<file path="src/rtl/mem_init_pkg.sv">
// Shared types and the data-pattern generator for the memory init engine.
// Optional read-back verify is enabled by defining MEM_INIT_VERIFY_EN.
package mem_init_pkg;

  typedef enum logic [1:0] {
    IDENTITY = 2'b00,
    FILL     = 2'b01,
    RAMP     = 2'b10,
    RSVD     = 2'b11
  } mode_t;

  typedef enum logic [2:0] {
    IDLE,
    WRITE,
    RD_ISSUE,
    RD_WAIT,
    RD_CHECK,
    DONE
  } state_t;

  localparam int unsigned PAT_W = 32;

  // Computed at full width; callers keep the low DATA_W bits, which gives the
  // required truncation / modulo-2^DATA_W behaviour for every mode.
  function automatic logic [PAT_W-1:0] pattern(input mode_t            mode,
                                               input logic [PAT_W-1:0] counter,
                                               input logic [PAT_W-1:0] offset,
                                               input logic [PAT_W-1:0] fill_value);
    case (mode)
      FILL:    pattern = fill_value;
      RAMP:    pattern = fill_value + offset;
      default: pattern = counter;
    endcase
  endfunction

endpackage

</file>
<file path="src/rtl/mem_init_engine_if.sv">
// Control and RAM-side bus of the memory init engine.
// Read data q and the error outputs exist only when MEM_INIT_VERIFY_EN is defined.
interface mem_init_engine_if #(
  parameter int ADDR_W = 8,
  parameter int DATA_W = 8
);
  logic              start;
  logic [1:0]        mode;
  logic [ADDR_W-1:0] start_addr;
  logic [ADDR_W-1:0] end_addr;
  logic [DATA_W-1:0] fill_value;
  logic [ADDR_W-1:0] address;
  logic [DATA_W-1:0] data;
  logic              wren;
  logic              busy;
  logic              done;
`ifdef MEM_INIT_VERIFY_EN
  logic [DATA_W-1:0] q;
  logic              error;
  logic [ADDR_W-1:0] error_addr;

  modport master (
    output start, mode, start_addr, end_addr, fill_value, q,
    input  address, data, wren, busy, done, error, error_addr
  );

  modport slave (
    input  start, mode, start_addr, end_addr, fill_value, q,
    output address, data, wren, busy, done, error, error_addr
  );
`else
  modport master (
    output start, mode, start_addr, end_addr, fill_value,
    input  address, data, wren, busy, done
  );

  modport slave (
    input  start, mode, start_addr, end_addr, fill_value,
    output address, data, wren, busy, done
  );
`endif
endinterface

</file>
<file path="src/rtl/mem_init_addr_ctr.sv">
// Loadable wrapping address counter with a run-relative offset counter
// and a combinational terminal-address flag.
module mem_init_addr_ctr #(
  parameter int ADDR_W = 8
) (
  input  logic              clk,
  input  logic              reset,
  input  logic              load_i,
  input  logic              inc_i,
  input  logic [ADDR_W-1:0] load_val_i,
  input  logic [ADDR_W-1:0] end_val_i,
  output logic [ADDR_W-1:0] cnt_o,
  output logic [ADDR_W-1:0] offset_o,
  output logic              last_o
);

  logic [ADDR_W-1:0] cnt_q;
  logic [ADDR_W-1:0] off_q;

  always_ff @(posedge clk or negedge reset) begin
    if (!reset) begin
      cnt_q <= '0;
      off_q <= '0;
    end else if (load_i) begin
      cnt_q <= load_val_i;
      off_q <= '0;
    end else if (inc_i) begin
      cnt_q <= cnt_q + ADDR_W'(1);
      off_q <= off_q + ADDR_W'(1);
    end
  end

  assign cnt_o    = cnt_q;
  assign offset_o = off_q;
  assign last_o   = (cnt_q == end_val_i);

endmodule

</file>
<file path="src/rtl/mem_init_engine.sv">
// Sequential RAM range initialiser: identity, constant fill or offset ramp.
// Define MEM_INIT_VERIFY_EN to add the read-back verify pass.
//
// state    | meaning
// IDLE     | after reset, waiting for start
// WRITE    | one RAM write per cycle over the latched range
// RD_ISSUE | verify: present read address
// RD_WAIT  | verify: wait out the remaining RAM read latency
// RD_CHECK | verify: compare q against the regenerated pattern
// DONE     | run complete, start restarts
module mem_init_engine
  import mem_init_pkg::*;
#(
  parameter int ADDR_W   = 8,
  parameter int DATA_W   = 8,
  parameter int READ_LAT = 1
) (
  input logic              clk,
  input logic              reset,
  mem_init_engine_if.slave bus
);

  state_t            state_q;
  mode_t             mode_q;
  logic [ADDR_W-1:0] start_q;
  logic [ADDR_W-1:0] end_q;
  logic [DATA_W-1:0] fill_q;
  logic              wren_q;
  logic              busy_q;
  logic              done_q;

  logic              accept_start;
  logic              ctr_load;
  logic              ctr_inc;
  logic [ADDR_W-1:0] ctr_load_val;
  logic [ADDR_W-1:0] cnt;
  logic [ADDR_W-1:0] off;
  logic              last;
  logic [PAT_W-1:0]  pat32;
  logic [DATA_W-1:0] pat_w;
  logic              unused_pat_bits;

`ifdef MEM_INIT_VERIFY_EN
  localparam int WAIT_W = (READ_LAT > 2) ? $clog2(READ_LAT - 1) : 1;

  logic              error_q;
  logic [ADDR_W-1:0] error_addr_q;
  logic [WAIT_W-1:0] wait_q;
`else
  localparam int unused_read_lat = READ_LAT;
`endif

  assign accept_start = bus.start && (state_q == IDLE || state_q == DONE);
  assign ctr_load_val = accept_start ? bus.start_addr : start_q;

  always_comb begin
    ctr_load = accept_start;
    ctr_inc  = 1'b0;
    case (state_q)
      WRITE: begin
        ctr_inc = !last;
`ifdef MEM_INIT_VERIFY_EN
        ctr_load = last;  // rewind to start_addr for the read-back pass
`endif
      end
`ifdef MEM_INIT_VERIFY_EN
      RD_CHECK: ctr_inc = !last;
`endif
      default: ;
    endcase
  end

  mem_init_addr_ctr #(.ADDR_W(ADDR_W)) u_ctr (
    .clk       (clk),
    .reset     (reset),
    .load_i    (ctr_load),
    .inc_i     (ctr_inc),
    .load_val_i(ctr_load_val),
    .end_val_i (end_q),
    .cnt_o     (cnt),
    .offset_o  (off),
    .last_o    (last)
  );

  assign pat32           = pattern(mode_q, PAT_W'(cnt), PAT_W'(off), PAT_W'(fill_q));
  assign pat_w           = pat32[DATA_W-1:0];
  assign unused_pat_bits = ^pat32;

  always_ff @(posedge clk or negedge reset) begin
    if (!reset) begin
      state_q      <= IDLE;
      mode_q       <= IDENTITY;
      start_q      <= '0;
      end_q        <= '0;
      fill_q       <= '0;
      wren_q       <= 1'b0;
      busy_q       <= 1'b0;
      done_q       <= 1'b0;
`ifdef MEM_INIT_VERIFY_EN
      error_q      <= 1'b0;
      error_addr_q <= '0;
      wait_q       <= '0;
`endif
    end else begin
      case (state_q)
        IDLE, DONE: begin
          if (bus.start) begin
            state_q      <= WRITE;
            mode_q       <= mode_t'(bus.mode);
            start_q      <= bus.start_addr;
            end_q        <= bus.end_addr;
            fill_q       <= bus.fill_value;
            wren_q       <= 1'b1;
            busy_q       <= 1'b1;
            done_q       <= 1'b0;
`ifdef MEM_INIT_VERIFY_EN
            error_q      <= 1'b0;
            error_addr_q <= '0;
`endif
          end
        end
        WRITE: begin
          if (last) begin
            wren_q <= 1'b0;
`ifdef MEM_INIT_VERIFY_EN
            state_q <= RD_ISSUE;
`else
            state_q <= DONE;
            busy_q  <= 1'b0;
            done_q  <= 1'b1;
`endif
          end
        end
`ifdef MEM_INIT_VERIFY_EN
        RD_ISSUE: begin
          if (READ_LAT > 1) begin
            wait_q  <= WAIT_W'((READ_LAT > 1) ? READ_LAT - 2 : 0);
            state_q <= RD_WAIT;
          end else begin
            state_q <= RD_CHECK;
          end
        end
        RD_WAIT: begin
          if (wait_q == '0) state_q <= RD_CHECK;
          else              wait_q  <= wait_q - WAIT_W'(1);
        end
        RD_CHECK: begin
          if (bus.q != pat_w) begin
            error_q <= 1'b1;
            if (!error_q) error_addr_q <= cnt;
          end
          if (last) begin
            state_q <= DONE;
            busy_q  <= 1'b0;
            done_q  <= 1'b1;
          end else begin
            state_q <= RD_ISSUE;
          end
        end
`endif
        default: state_q <= IDLE;
      endcase
    end
  end

  assign bus.address = (state_q == IDLE || state_q == DONE) ? '0 : cnt;
  assign bus.data    = (state_q == WRITE) ? pat_w : '0;
  assign bus.wren    = wren_q;
  assign bus.busy    = busy_q;
  assign bus.done    = done_q;
`ifdef MEM_INIT_VERIFY_EN
  assign bus.error      = error_q;
  assign bus.error_addr = error_addr_q;
`endif

endmodule

</file>
<file path="src/flat_wrapper.sv">
// flat-port wrapper written by rule: the top's interface ports become plain ports
module mem_init_engine_flat import mem_init_pkg::*;
#(
  parameter int ADDR_W   = 8,
  parameter int DATA_W   = 8,
  parameter int READ_LAT = 1
)
  (clk, reset, bus_start, bus_mode, bus_start_addr, bus_end_addr, bus_fill_value, bus_address, bus_data, bus_wren, bus_busy, bus_done);
  mem_init_engine_if #(.ADDR_W(ADDR_W), .DATA_W(DATA_W)) bus_i ();
  input logic clk;
  input logic reset;
  input wire logic [$bits(bus_i.start)-1:0] bus_start;
  input wire logic [$bits(bus_i.mode)-1:0] bus_mode;
  input wire logic [$bits(bus_i.start_addr)-1:0] bus_start_addr;
  input wire logic [$bits(bus_i.end_addr)-1:0] bus_end_addr;
  input wire logic [$bits(bus_i.fill_value)-1:0] bus_fill_value;
  output wire logic [$bits(bus_i.address)-1:0] bus_address;
  output wire logic [$bits(bus_i.data)-1:0] bus_data;
  output wire logic [$bits(bus_i.wren)-1:0] bus_wren;
  output wire logic [$bits(bus_i.busy)-1:0] bus_busy;
  output wire logic [$bits(bus_i.done)-1:0] bus_done;
  assign bus_i.start = bus_start;
  assign bus_i.mode = bus_mode;
  assign bus_i.start_addr = bus_start_addr;
  assign bus_i.end_addr = bus_end_addr;
  assign bus_i.fill_value = bus_fill_value;
  assign bus_address = bus_i.address;
  assign bus_data = bus_i.data;
  assign bus_wren = bus_i.wren;
  assign bus_busy = bus_i.busy;
  assign bus_done = bus_i.done;
  mem_init_engine #(.ADDR_W(ADDR_W), .DATA_W(DATA_W), .READ_LAT(READ_LAT)) u_core (.clk(clk), .reset(reset), .bus(bus_i));
endmodule
</file>
<file path="config.mk">
export PLATFORM = sky130hd
export DESIGN_NAME = mem_init_engine_flat
export DESIGN_NICKNAME = d
export VERILOG_FILES = /design/src/rtl/mem_init_pkg.sv /design/src/rtl/mem_init_engine_if.sv /design/src/rtl/mem_init_addr_ctr.sv /design/src/rtl/mem_init_engine.sv /design/src/flat_wrapper.sv
export SDC_FILE = /design/constraint.sdc
export NUM_CORES = 1
export LEC_CHECK = 0
export ABC_AREA = 1
export BUFFER_PORTS_ARGS = -buffer_cell sky130_fd_sc_hd__buf_4
export CORE_MARGIN = 2
export CORE_UTILIZATION = 35
export DETAILED_ROUTE_END_ITERATION = 10
export PLACE_DENSITY_LB_ADDON = 0.08
export SYNTH_ARGS = -nofsm -noshare
export SYNTH_HDL_FRONTEND = slang
export SYNTH_SLANG_ARGS = --single-unit
</file>
<file path="constraint.sdc">
create_clock -name clk -period 2 [get_ports clk]
set_clock_uncertainty 0.05 [all_clocks]
set_input_delay 0.1 -clock clk [delete_from_list [all_inputs] [get_ports clk]]
set_output_delay 0.1 -clock clk [all_outputs]
set_load 0.01 [all_outputs]
</file>
==> results by group, run 1 <==
Outcome
  – Status: finished, violations left
  – Failing checks: negative setup slack

Synthesis
  – Syn nets: 407
  – Post-synth EDFFs: 0
  – Seq/Total Area, Yosys: 0.3652
  – Mux share of post-synthesis cell area: 0
  – Mean post-synth cell area: between 7 and 8 um2
  – Synth Register Bits: 38
  – Largest family of logic cells by synthesized area: simple AND/OR/NAND/NOR gates
  – Synth Area in Compound Gates: 0.1067
  – XOR/XNOR share of the synthesized area: 0.03364
  – Synth warn: 0
  – Post-Synth Adder-Cell Area: 0.07016
  – Synth Instances: 364
  – Mapped Area: about 2600 um2
  – Asr flop ratio synth: 1.000
  – Post-Synth Simple-Gate Area: 0.3373
  – Main synth FF type: dfrtp_1
  – Synth cell types: 27

Route
  – DRC violation count after routing: 0
  – Pre-Repair DR Iteration Count: 4
  – Vias post-DR: between 2000 and 3000
  – Vias per cell: 4.744
  – Routed Antenna Nets: 0
  – Total wire length: 6908 um
  – Initial DRC count: 91
  – Avg WL per Cell: 12.91 um

Worst setup path
  – Startpoint Class: register
  – Critical Path Source: u_core.u_ctr.offset_o[0]$_DFFE_PN0P_
  – R2R Setup Slk: 0.29 ns
  – CP Class: register to output pin
  – Reg-to-reg startpoint: u_core.u_ctr.cnt_o[0]$_DFFE_PN0P_
  – Crit path DAT: 1.91 ns
  – RR Endpoint: u_core.u_ctr.cnt_o[7]$_DFFE_PN0P_
  – Critical path endpoint category: output pin
  – Crit-path max FO: 3
  – Worst Path Required: between 1.5 and 2 ns
  – Crit path capture: bus_data[4]
  – FF-to-FF path depth: 10

Global route
  – Largest net degree at the start of global routing: 39
  – Grt total ovfl: 0
  – Vias in the first global route: 2434
  – Antenna violations before repair: 0
  – Global-route wire length before repair: 11810 um
  – Total Routing Usage GR: 0.1797

Power
  – PD cells: 1647 nW/um2
  – Pleak: around 0.0018 uW
  – Peak supply drop: a little over 0.6 mV

Placed design
  – Port Buffer Count: 47
  – GPL Wtd Cong: ~0.82
  – DP HPWL: 4984 um

Floorplanning
  – Initial Util: 0.3609
  – Top Ports: 48
  – FP Rows: 31
  – Die width: about 90 um
  – Std-Cell Core Area: 7214 um2
  – Die Area: 8145 um2
  – Die height: 90.25 um

STA
  – Worst setup margin: -0.05868 ns
  – Fin. max-slew vios: 0
  – Final setup TNS: -0.1077 ns
  – Least-Margin Pin Slew: 0.5036 ns
  – Final period utilization: 1.029
  – Fmax: approximately 0.5 GHz
  – RSZ-0062 raised after global routing: true
  – Worst slew margin: 0.6643
  – # setup viols final: 3
  – Hold_ws: around 0.061 ns
  – Tmin final: 2.059 ns
  – Hold Vio Cnt, Final: 0

CTS
  – Clock Tree Buf Depth: 2
  – Worst-Skew Late Latency: 0.29 ns
  – Reg clk slew, reported paths: 0.07 ns
  – Clock Sinks: 38
  – CTS root buf: clkbuf_8
  – H-tree depth: 2
  – CTS tree: yes
  – Num CTS Buffers: 5

Final layout
  – Layout Nets: approximately 480
  – ANT cells: 0
  – Layout cells sized above 1: 0.2500
  – Syn-to-layout area delta: 33.35%
  – Fillers: a little under 800

Hold path
  – HP Start: bus_start_addr[7]
  – Hold Path Class: input pin to register

Run
  – MaxCap Viol Count: 0
-- Yosys cell counts, types with 3 or more instances --
library cell | instances | area [um2]
nand2_1 | 130 | 488.0
dfrtp_1 | 38 | 950.9
inv_1 | 35 | 131.4
nand3_1 | 30 | 150.1
o21ai_0 | 19 | 95.09
nor2_1 | 18 | 67.56
a21oi_1 | 15 | 75.07
ha_1 | 13 | 162.7
nand2_2 | 8 | 50.05
o21ai_2 | 8 | 70.07
nand4_1 | 7 | 43.79
xor2_1 | 6 | 52.55
clkbuf_1 | 5 | 18.77
buf_2 | 4 | 20.02
xnor2_1 | 4 | 35.03
buf_6 | 3 | 33.78
nand3b_1 | 3 | 22.52
nor3_1 | 3 | 15.01
-- cell type report --
type                    count  area, um2  area share
inverters                  37      138.9     0.04000
multi-input cells         275       1525      0.4393
clock buffers               7      76.32     0.02198
well taps                  99      123.9     0.03568
flip-flops and latches     38      954.7      0.2750
repair buffers             79      653.1      0.1881
-- sequential cells by signal, summed over array words and instances, names as in the netlist --
name	cells
u_core.end_q	8
u_core.fill_q	8
u_core.u_ctr.cnt_o	8
u_core.u_ctr.offset_o	8
u_core.mode_q	2
u_core.state_q	2
u_core.bus.done	1
u_core.bus.wren	1
-- cells by family (layout without fill, tap and decap cells) --
family,count (synthesis),count (layout)
buf+inv,51,123
compound gates,47,47
xor+xnor,10,10
flops,38,38
simple gates,204,204
fa+ha+maj,14,14
-- per-layer routing --
| layer | share of wire | track usage | up-vias |
|---|---|---|---|
| li1 | - | - | 1306 |
| met1 | 0.45 | 0.2249 | 1175 |
| met2 | 0.49 | 0.3177 | 50 |
| met3 | 0.039 | 0.03088 | 7 |
| met4 | 0.012 | 0.05256 | 0 |
| met5 | 0 | 0 | - |
-- worst max-delay path: stages, from the launching register on --
cell     delay [ns]
dfrtp_1        0.38
ha_2           0.20
fa_2           0.37
nand2_2        0.07
inv_2          0.04
o21ai_2        0.12
nand2_1        0.06
nand2_1        0.05
nand3_1        0.07
a21oi_2        0.12
buf_4          0.13
-- timing repair --
| item | in CTS | in global routing |
|---|---|---|
| pin swaps | 2 | 2 |
| endpoints found under the setup margin | 7 | 8 |
| hold buffers | 19 | 0 |
| resized for setup | 12 | 10 |
| endpoints found under the hold margin | 56 | 0 |
| setup buffers | 4 | 1 |
-- worst min path at each step --
stage,endpoint,cells after the start
after global placement,u_core.fill_q[5]$_DFFE_PN0P_,1
after floorplan,u_core.bus.done$_DFFE_PN0P_,0
after global routing,u_core.u_ctr.cnt_o[1]$_DFFE_PN0P_,5
after CTS,u_core.u_ctr.cnt_o[1]$_DFFE_PN0P_,5
final,u_core.u_ctr.cnt_o[7]$_DFFE_PN0P_,5
after detailed placement,u_core.fill_q[5]$_DFFE_PN0P_,1
-- cell usage in the layout, fill, tap and decap left out, drive strengths merged --
| cell | netlist | layout |
|---|---|---|
| a211oi | 2 | 2 |
| a21oi | 15 | 15 |
| a221oi | 2 | 2 |
| buf | 9 | 60 |
| clkbuf | 5 | 7 |
| dfrtp | 38 | 38 |
| dlygate4sd3 | 0 | 19 |
| fa | 1 | 1 |
| ha | 13 | 13 |
| inv | 37 | 37 |
| nand2 | 140 | 140 |
| nand3 | 30 | 30 |
| nand3b | 3 | 3 |
| nand4 | 7 | 7 |
| nor2 | 20 | 20 |
| nor3 | 3 | 3 |
| o21ai | 28 | 28 |
| or2 | 1 | 1 |
| xnor2 | 4 | 4 |
| xor2 | 6 | 6 |
-- through the flow --
stage	util	area (um2)	worst slack, ns	std cells	total power [uW]
after floorplan	-	2604	0.1415	364	3845
after global placement	0.4249	3065	0.01069	504	4903
after detailed placement	0.4249	3065	0.01543	504	4935
after CTS	0.4755	3431	-0.09652	534	5691
after global routing	0.4813	3472	-0.1793	535	6338
final	0.4813	3472	-0.05868	535	5718
-- power breakdown --
group          switching [uW]  leakage (uW)  internal, uW
sequential                368      0.000475          1130
combinational            2150       0.00127          1560
clock                     265     0.0000383           240
Power figures use the tool's default switching activity.
==> inputs of run 2 (changes only) <==
Settings changed: ABC_AREA 1 to 0.
==> run 2 against run 1 <==
Sequential power shrank 8%. Worst hold slack improved by 0.044 ns. Cell count fell by 11%. Cell area up 3.0%. Total power increased by 1.1%. Sequential share of layout area decreased by 0.86 points. Highest routed layer unchanged. Fmax decreased by 12%. Die area down 4.8%. Critical path type unchanged. Count of clock-buffer cells in the layout down 2. The run still ends with negative setup slack left. Critical endpoint is now bus_data[6].
==> results by group, run 2 <==
Final layout
  – Fillers: 675 (-13%)
  – Post-layout util: 0.5233 (+0.04199)
  – Layout Nets: 421 (-12%)
  – Syn-to-layout area delta: 44.51%
  – ANT cells: 0 (unchanged)
  – Layout cells sized above 1: 0.2902 (+0.04024)
  – Non-filler cells, final: 475 (-11%)
  – Most common cell after layout, fill and taps aside: buf_4
  – Most frequent cells in the layout: 79 x buf_4, 65 x nand2_1, 37 x dfrtp_1

Worst setup path
  – Critical path endpoint category: output pin
  – Worst Path Buf+Inv: 1 (-1)
  – CP top delay family: compound AO/OA/AOI/OAI gates
  – Crit path DAT: 2.19 ns (+0.28 ns)
  – Startpoint Class: register
  – FF-to-FF path depth: 6 (-4)
  – Crit-path cells: ha_2 -> fa_2 -> a21oi_2 -> a2bb2oi_2 -> mux2i_1 -> o21ai_1 -> a21oi_1 -> buf_4
  – RR Endpoint: u_core.u_ctr.offset_o[5]$_DFFE_PN0P_
  – Crit-path slowest cell: dfrtp_1
  – Reg-to-reg startpoint: u_core.state_q[2]$_DFFE_PN0P_
  – Critical Path Max Stage Delay: 0.39 ns (about the same)
  – Worst Path Required: 1.85 ns (about the same)
  – Crit-path max FO: 2 (-1)
  – CP Class: register to output pin
  – R2R Setup Slk: 0.20 ns (-0.09 ns)
  – Critical Path Source: u_core.u_ctr.offset_o[0]$_DFFE_PN0P_

Hold path
  – Hold depth: 4 (-1)
  – Hold Path Class: input pin to register
  – Hold EP: u_core.state_q[2]$_DFFE_PN0P_
  – HP Start: bus_start

CTS
  – CTS tree: yes
  – Worst-Skew Late Latency: 0.30 ns (about the same)
  – Clock Sinks: 38 (unchanged)
  – Num CTS Buffers: 5 (unchanged)
  – H-tree depth: 2 (unchanged)
  – Clock Tree Buf Depth: 2 (unchanged)
  – Reg clk slew, reported paths: 0.08 ns (about the same)
  – CTS root buf: clkbuf_8

STA
  – Least-Margin Pin Slew: 0.5053 ns (+0.001664 ns)
  – # setup viols final: 7 (+4)
  – Hold Vio Cnt, Final: 0 (unchanged)
  – RSZ-0062 raised after global routing: true
  – Worst slew margin: 0.6632 (-0.001110)
  – Final period utilization: 1.169 (+0.1398)
  – Fmax: 0.4277 GHz (-12%)
  – Worst setup margin: -0.3384 ns (-0.2797 ns)
  – Final setup TNS: -1.605 ns (-1.497 ns)
  – Fin. max-slew vios: 0 (unchanged)
  – Tmin final: 2.338 ns (+0.2797 ns)
  – Hold_ws: 0.1051 ns (+0.04374 ns)

Global route
  – Largest net degree at the start of global routing: 39 (unchanged)
  – Grt met1 use: 0.2520 (+0.02718)
  – Grt peak-use layer: met2
  – Total Routing Usage GR: 0.1815 (+0.001747)
  – Global-route wire length before repair: 10700 um (-9.5%)
  – Vias in the first global route: 2176 (-11%)
  – Met2 Track Usage GR: 0.2879 (-0.02979)
  – Grt met3 use: 0.03393 (+0.003045)
  – Antenna violations before repair: 0 (unchanged)
  – Grt total ovfl: 0 (unchanged)

Route
  – Pre-Repair DR Iteration Count: 4 (unchanged)
  – DRC violation count after routing: 0 (unchanged)
  – Vias post-DR: 2291 (-9.7%)
  – Total wire length: 6747 um (-2.3%)
  – Vias per cell: 4.823 (+1.7%)
  – Routed Antenna Nets: 0 (unchanged)
  – Initial DRC count: 115 (+26%)
  – Avg WL per Cell: 14.20 um (+10%)

Synthesis
  – Top-count cell post-synth: nand2_1
  – Main synth FF type: dfrtp_1
  – Mean post-synth cell area: 8.834 um2 (+24%)
  – Seq/Total Area, Yosys: 0.3844 (+0.01921)
  – Synth Instances: 280 (-23%)
  – Post-synth EDFFs: 0 (unchanged)
  – Top cells by count, synth: 65 x nand2_1, 38 x dfrtp_1, 22 x o21ai_0
  – Top cell type's share of synthesized area: 0.3844 (+0.01921)
  – Synth top area cells: dfrtp_1 38%, nand2_1 9.9%, ha_1 6.6%, o21ai_0 4.5%, xor2_1 2.8%
  – Synth warn: 0 (unchanged)
  – Synth Register Bits: 38 (unchanged)
  – Yosys top cell by area: dfrtp_1
  – Asr flop ratio synth: 1.000 (unchanged)
  – Mapped Area: 2474 um2 (-5.0%)
  – Synth cell types: 50 (+85%)
  – Syn nets: 323 (-21%)

Floorplanning
  – Die height: 88.07 um (-2.4%)
  – Initial Util: 0.3621 (+0.001179)
  – Die width: 88.07 um (-2.4%)
  – FP Rows: 30 (-3.2%)
  – Top Ports: 48 (unchanged)
  – Std-Cell Core Area: 6832 um2 (-5.3%)
  – Die Area: 7756 um2 (-4.8%)

Power
  – Peak supply drop: 0.6056 mV (-2.5%)
  – Pleak: 0.001720 uW (-3.5%)
  – PD cells: 1617 nW/um2 (-1.8%)

Placed design
  – Dpl cells: 437 (-13%)
  – DP HPWL: 4955 um (-0.57%)
  – Port Buffer Count: 47 (unchanged)
  – GPL Wtd Cong: 0.7830 (-5.1%)
  – Dpl ws: -0.03044 ns (-0.04587 ns)

Run
  – MaxCap Viol Count: 0 (unchanged)

Outcome
  – Status: finished, violations left
  – Failing checks: negative setup slack
## run 2: changes by cell type after synthesis, sizes merged, moves of 5 or more
cell and change:
inv -29, nand2 -75, a21oi -5, nor2b +9, nor2 -9, clkbuf +7, xnor2 +6, a21o +5
nand3 -22
## run 2: report_power, final
part           leakage, uW  internal (uW)  switching, uW
logic              0.00119           1760           1950
registers         0.000476           1100            281
clock network    0.0000504            371            314
total              0.00172           3240           2540
## run 2: layout make-up
| class | count | area (um2) | area share |
|---|---|---|---|
| multi-input combinational | 216 | 1461 | 0.4088 |
| sequential | 38 | 952.2 | 0.2664 |
| timing repair buffer | 109 | 897.1 | 0.2510 |
| tap | 96 | 120.1 | 0.03360 |
| clock buffer | 5 | 68.82 | 0.01925 |
| clock inverter | 3 | 45.04 | 0.01260 |
| inverter | 8 | 30.03 | 0.008400 |
## run 2: worst max-delay path by stage
stage                  end  slack, ns  depth (start not counted)
6_report       bus_data[6]      -0.34                          8
5_1_grt        bus_data[6]      -0.46                          8
4_1_cts        bus_data[6]      -0.35                          8
3_5_place_dp   bus_data[6]      -0.03                          8
3_3_place_gp   bus_data[6]      -0.02                          8
2_1_floorplan  bus_data[6]       0.01                          7
## run 2: repair_timing
item,4_1_cts,5_1_grt
hold buffers,27,0
gates resized for setup,6,10
setup endpoints to repair,7,7
hold endpoints to repair,64,0
setup buffers,0,3
pin swaps,9,10
## run 2: metal layers
layer	wire (um)	vias up
li1	-	1164
met1	3216	1077
met2	3198	43
met3	255	7
met4	77	0
met5	0	-
## run 2: logic make-up after synthesis
group,synth area share
muxes,0.01619
DFF,0.3844
adders and majority gates,0.07385
xor gates and xnor gates,0.07284
AOI/OAI and AO/OA,0.1730
buffers and inverters,0.04856
and+or+nand+nor,0.2312
## run 2: worst register-to-register path: stages (launching register included)
cell     delay, ns
dfrtp_1       0.39
inv_1         0.08
ha_1          0.24
buf_4         0.22
o21ai_4       0.10
or4_1         0.50
a21oi_1       0.15
## run 2: through the flow
step / area [um2] / total power, uW
floorplan: 2486 / 3571
global placement: 3109 / 4883
detailed placement: 3109 / 4937
CTS: 3510 / 5712
global route: 3575 / 6273
finish: 3575 / 5780
==> inputs of run 3 (changes only) <==
Settings changed: CORE_MARGIN 2 to not set, RECOVER_POWER set to 25.
==> run 3 against run 2 <==
The flow still finishes with violations (negative setup slack). Cell count grew 0.42%. First-iteration DRC count grew 59%. Combinational power grew 1%. Worst setup slack gained 0.034 ns. Utilization grew 0.47 points. Via count grew 2.5%. Worst hold slack lost 0.0064 ns. Total power shrank 1.3%. Critical endpoint unchanged. Highest routed layer unchanged.
==> results by group, run 3 (synthesized netlist as in run 2, its figures left out) <==
Route
  – Avg WL per Cell: 13.97 um (-1.6%)
  – Vias post-DR: 2349 (+2.5%)
  – Pre-Repair DR Iteration Count: 5 (+1)
  – Vias per cell: 4.925 (+2.1%)
  – DRC violation count after routing: 0 (unchanged)
  – Total wire length: 6664 um (-1.2%)
  – Initial DRC count: 183 (+59%)
  – Routed Antenna Nets: 0 (unchanged)

STA
  – Worst setup margin: -0.3047 ns (+0.03369 ns)
  – Worst slew margin: 0.3421 (-0.3210)
  – Fmax: 0.4339 GHz (+1.5%)
  – RSZ-0062 raised after global routing: true
  – Hold_ws: 0.09873 ns (-0.006407 ns)
  – Tmin final: 2.305 ns (-0.03369 ns)
  – Least-Margin Pin Slew: 0.9868 ns (+0.4816 ns)
  – Final setup TNS: -1.239 ns (+0.3663 ns)
  – # setup viols final: 7 (unchanged)
  – Hold Vio Cnt, Final: 0 (unchanged)
  – Final period utilization: 1.152 (-0.01685)
  – Fin. max-slew vios: 0 (unchanged)

Final layout
  – Layout Nets: 423 (+0.48%)
  – ANT cells: 0 (unchanged)
  – Syn-to-layout area delta: 45.02%
  – Most frequent cells in the layout: 81 x buf_4, 65 x nand2_1, 36 x dfrtp_1
  – Most common cell after layout, fill and taps aside: buf_4
  – Layout cells sized above 1: 0.2992 (+0.008975)

Global route
  – Vias in the first global route: 2271 (+4.4%)
  – Largest net degree at the start of global routing: 39 (unchanged)
  – Antenna violations before repair: 0 (unchanged)
  – Total Routing Usage GR: 0.1913 (+0.009871)
  – Global-route wire length before repair: 11040 um (+3.2%)
  – Grt total ovfl: 0 (unchanged)

Floorplanning
  – Initial Util: 0.3641 (+0.002000)
  – Top Ports: 48 (unchanged)
  – Die height: 86.07 um (-2.3%)
  – Std-Cell Core Area: 6794 um2 (-0.55%)
  – Die Area: 7408 um2 (-4.5%)
  – Die width: 86.07 um (-2.3%)
  – FP Rows: 30 (unchanged)

CTS
  – Reg clk slew, reported paths: 0.08 ns (about the same)
  – CTS tree: yes
  – Clock Sinks: 38 (unchanged)
  – Clock Tree Buf Depth: 2 (unchanged)
  – CTS root buf: clkbuf_8
  – Worst-Skew Late Latency: 0.28 ns (-0.02 ns)
  – Num CTS Buffers: 5 (unchanged)
  – H-tree depth: 2 (unchanged)

Power
  – Pleak: 0.001722 uW (+0.13%)
  – PD cells: 1591 nW/um2 (-1.6%)
  – Peak supply drop: 0.6073 mV (+0.29%)

Outcome
  – Failing checks: negative setup slack
  – Status: finished, violations left

Worst setup path
  – Crit-path max FO: 2 (unchanged)
  – Critical path endpoint category: output pin
  – Worst Path Required: 1.85 ns (about the same)
  – Startpoint Class: register
  – R2R Setup Slk: 0.17 ns (-0.03 ns)
  – CP Class: register to output pin
  – Crit path DAT: 2.15 ns (-0.04 ns)

Placed design
  – GPL Wtd Cong: 0.7870 (+0.51%)
  – DP HPWL: 4890 um (-1.3%)
  – Port Buffer Count: 47 (unchanged)

Run
  – MaxCap Viol Count: 0 (unchanged)

Hold path
  – Hold Path Class: input pin to register
-- run 3: cell count changes in the layout (fill, tap and decap cells not counted), sizes merged --
cell	previous run	this run
bufinv	1	0
clkinvlp	2	0
clkbuf	5	8
buf	82	83
clkinv	0	1
-- run 3: critical path, cell delays in order (launching register included) --
cell       delay, ns
dfrtp_1         0.39
ha_2            0.20
fa_2            0.37
a21oi_4         0.16
a2bb2oi_2       0.18
mux2i_1         0.20
o21ai_1         0.08
a21oi_1         0.15
buf_4           0.14
-- run 3: path summary, 6_finish.rpt --
path | start | end | depth (start not counted)
max in group asynchronous | reset | u_core.u_ctr.offset_o[1]$_DFFE_PN0P_ | 2
min reg2reg | u_core.bus.done$_DFFE_PN0P_ | u_core.bus.done$_DFFE_PN0P_ | 1
max reg2reg | u_core.state_q[2]$_DFFE_PN0P_ | u_core.u_ctr.cnt_o[7]$_DFFE_PN0P_ | 6
min in group asynchronous | reset | u_core.fill_q[4]$_DFFE_PN0P_ | 2
max | u_core.u_ctr.offset_o[0]$_DFFE_PN0P_ | bus_data[6] | 8
min | bus_start | u_core.state_q[2]$_DFFE_PN0P_ | 4
-- run 3: report_power, final --
| part | total (uW) | switching, uW | internal, uW |
|---|---|---|---|
| Sequential | 1400 | 297 | 1110 |
| Clock | 559 | 280 | 279 |
| Combinational | 3750 | 1940 | 1810 |
| Total | 5710 | 2520 | 3190 |
-- run 3: metrics by stage --
step	total power, uW	worst slack [ns]	cell area, um2	cells	util
3_5_place_dp	4931	-0.06524	3117	438	0.4587
4_1_cts	5699	-0.3086	3565	475	0.5247
5_1_grt	6206	-0.3885	3587	477	0.5280
3_3_place_gp	4905	-0.02303	3117	438	0.4587
6_report	5708	-0.3047	3587	477	0.5280
2_1_floorplan	3571	0.009610	2486	280	-
-- run 3: metal layers --
layer / part of all wire / track usage / wire length (um)
met1: 0.49 / 0.2674 / 3263
met2: 0.47 / 0.3131 / 3120
met3: 0.033 / 0.02406 / 223
met4: 0.0086 / 0.04848 / 57
met5: 0 / 0 / 0
-- run 3: final cells by class --
cell class	count	area, um2
clock buffer	7	86.33
clock inverter	1	5.005
fill	654	3207
inverter	8	30.03
multi-input combinational	216	1486
sequential	38	953.4
tap	96	120.1
timing repair buffer	111	905.9
-- run 3: what timing repair did --
action                                  4_1_cts  5_1_grt
hold buffers                                 27        0
cloned                                        0        0
endpoints found under the hold margin        64        0
buffers inserted                              2        2
endpoints found under the setup margin        7       10
gates resized for setup                      15        4
pin swaps                                     8        5
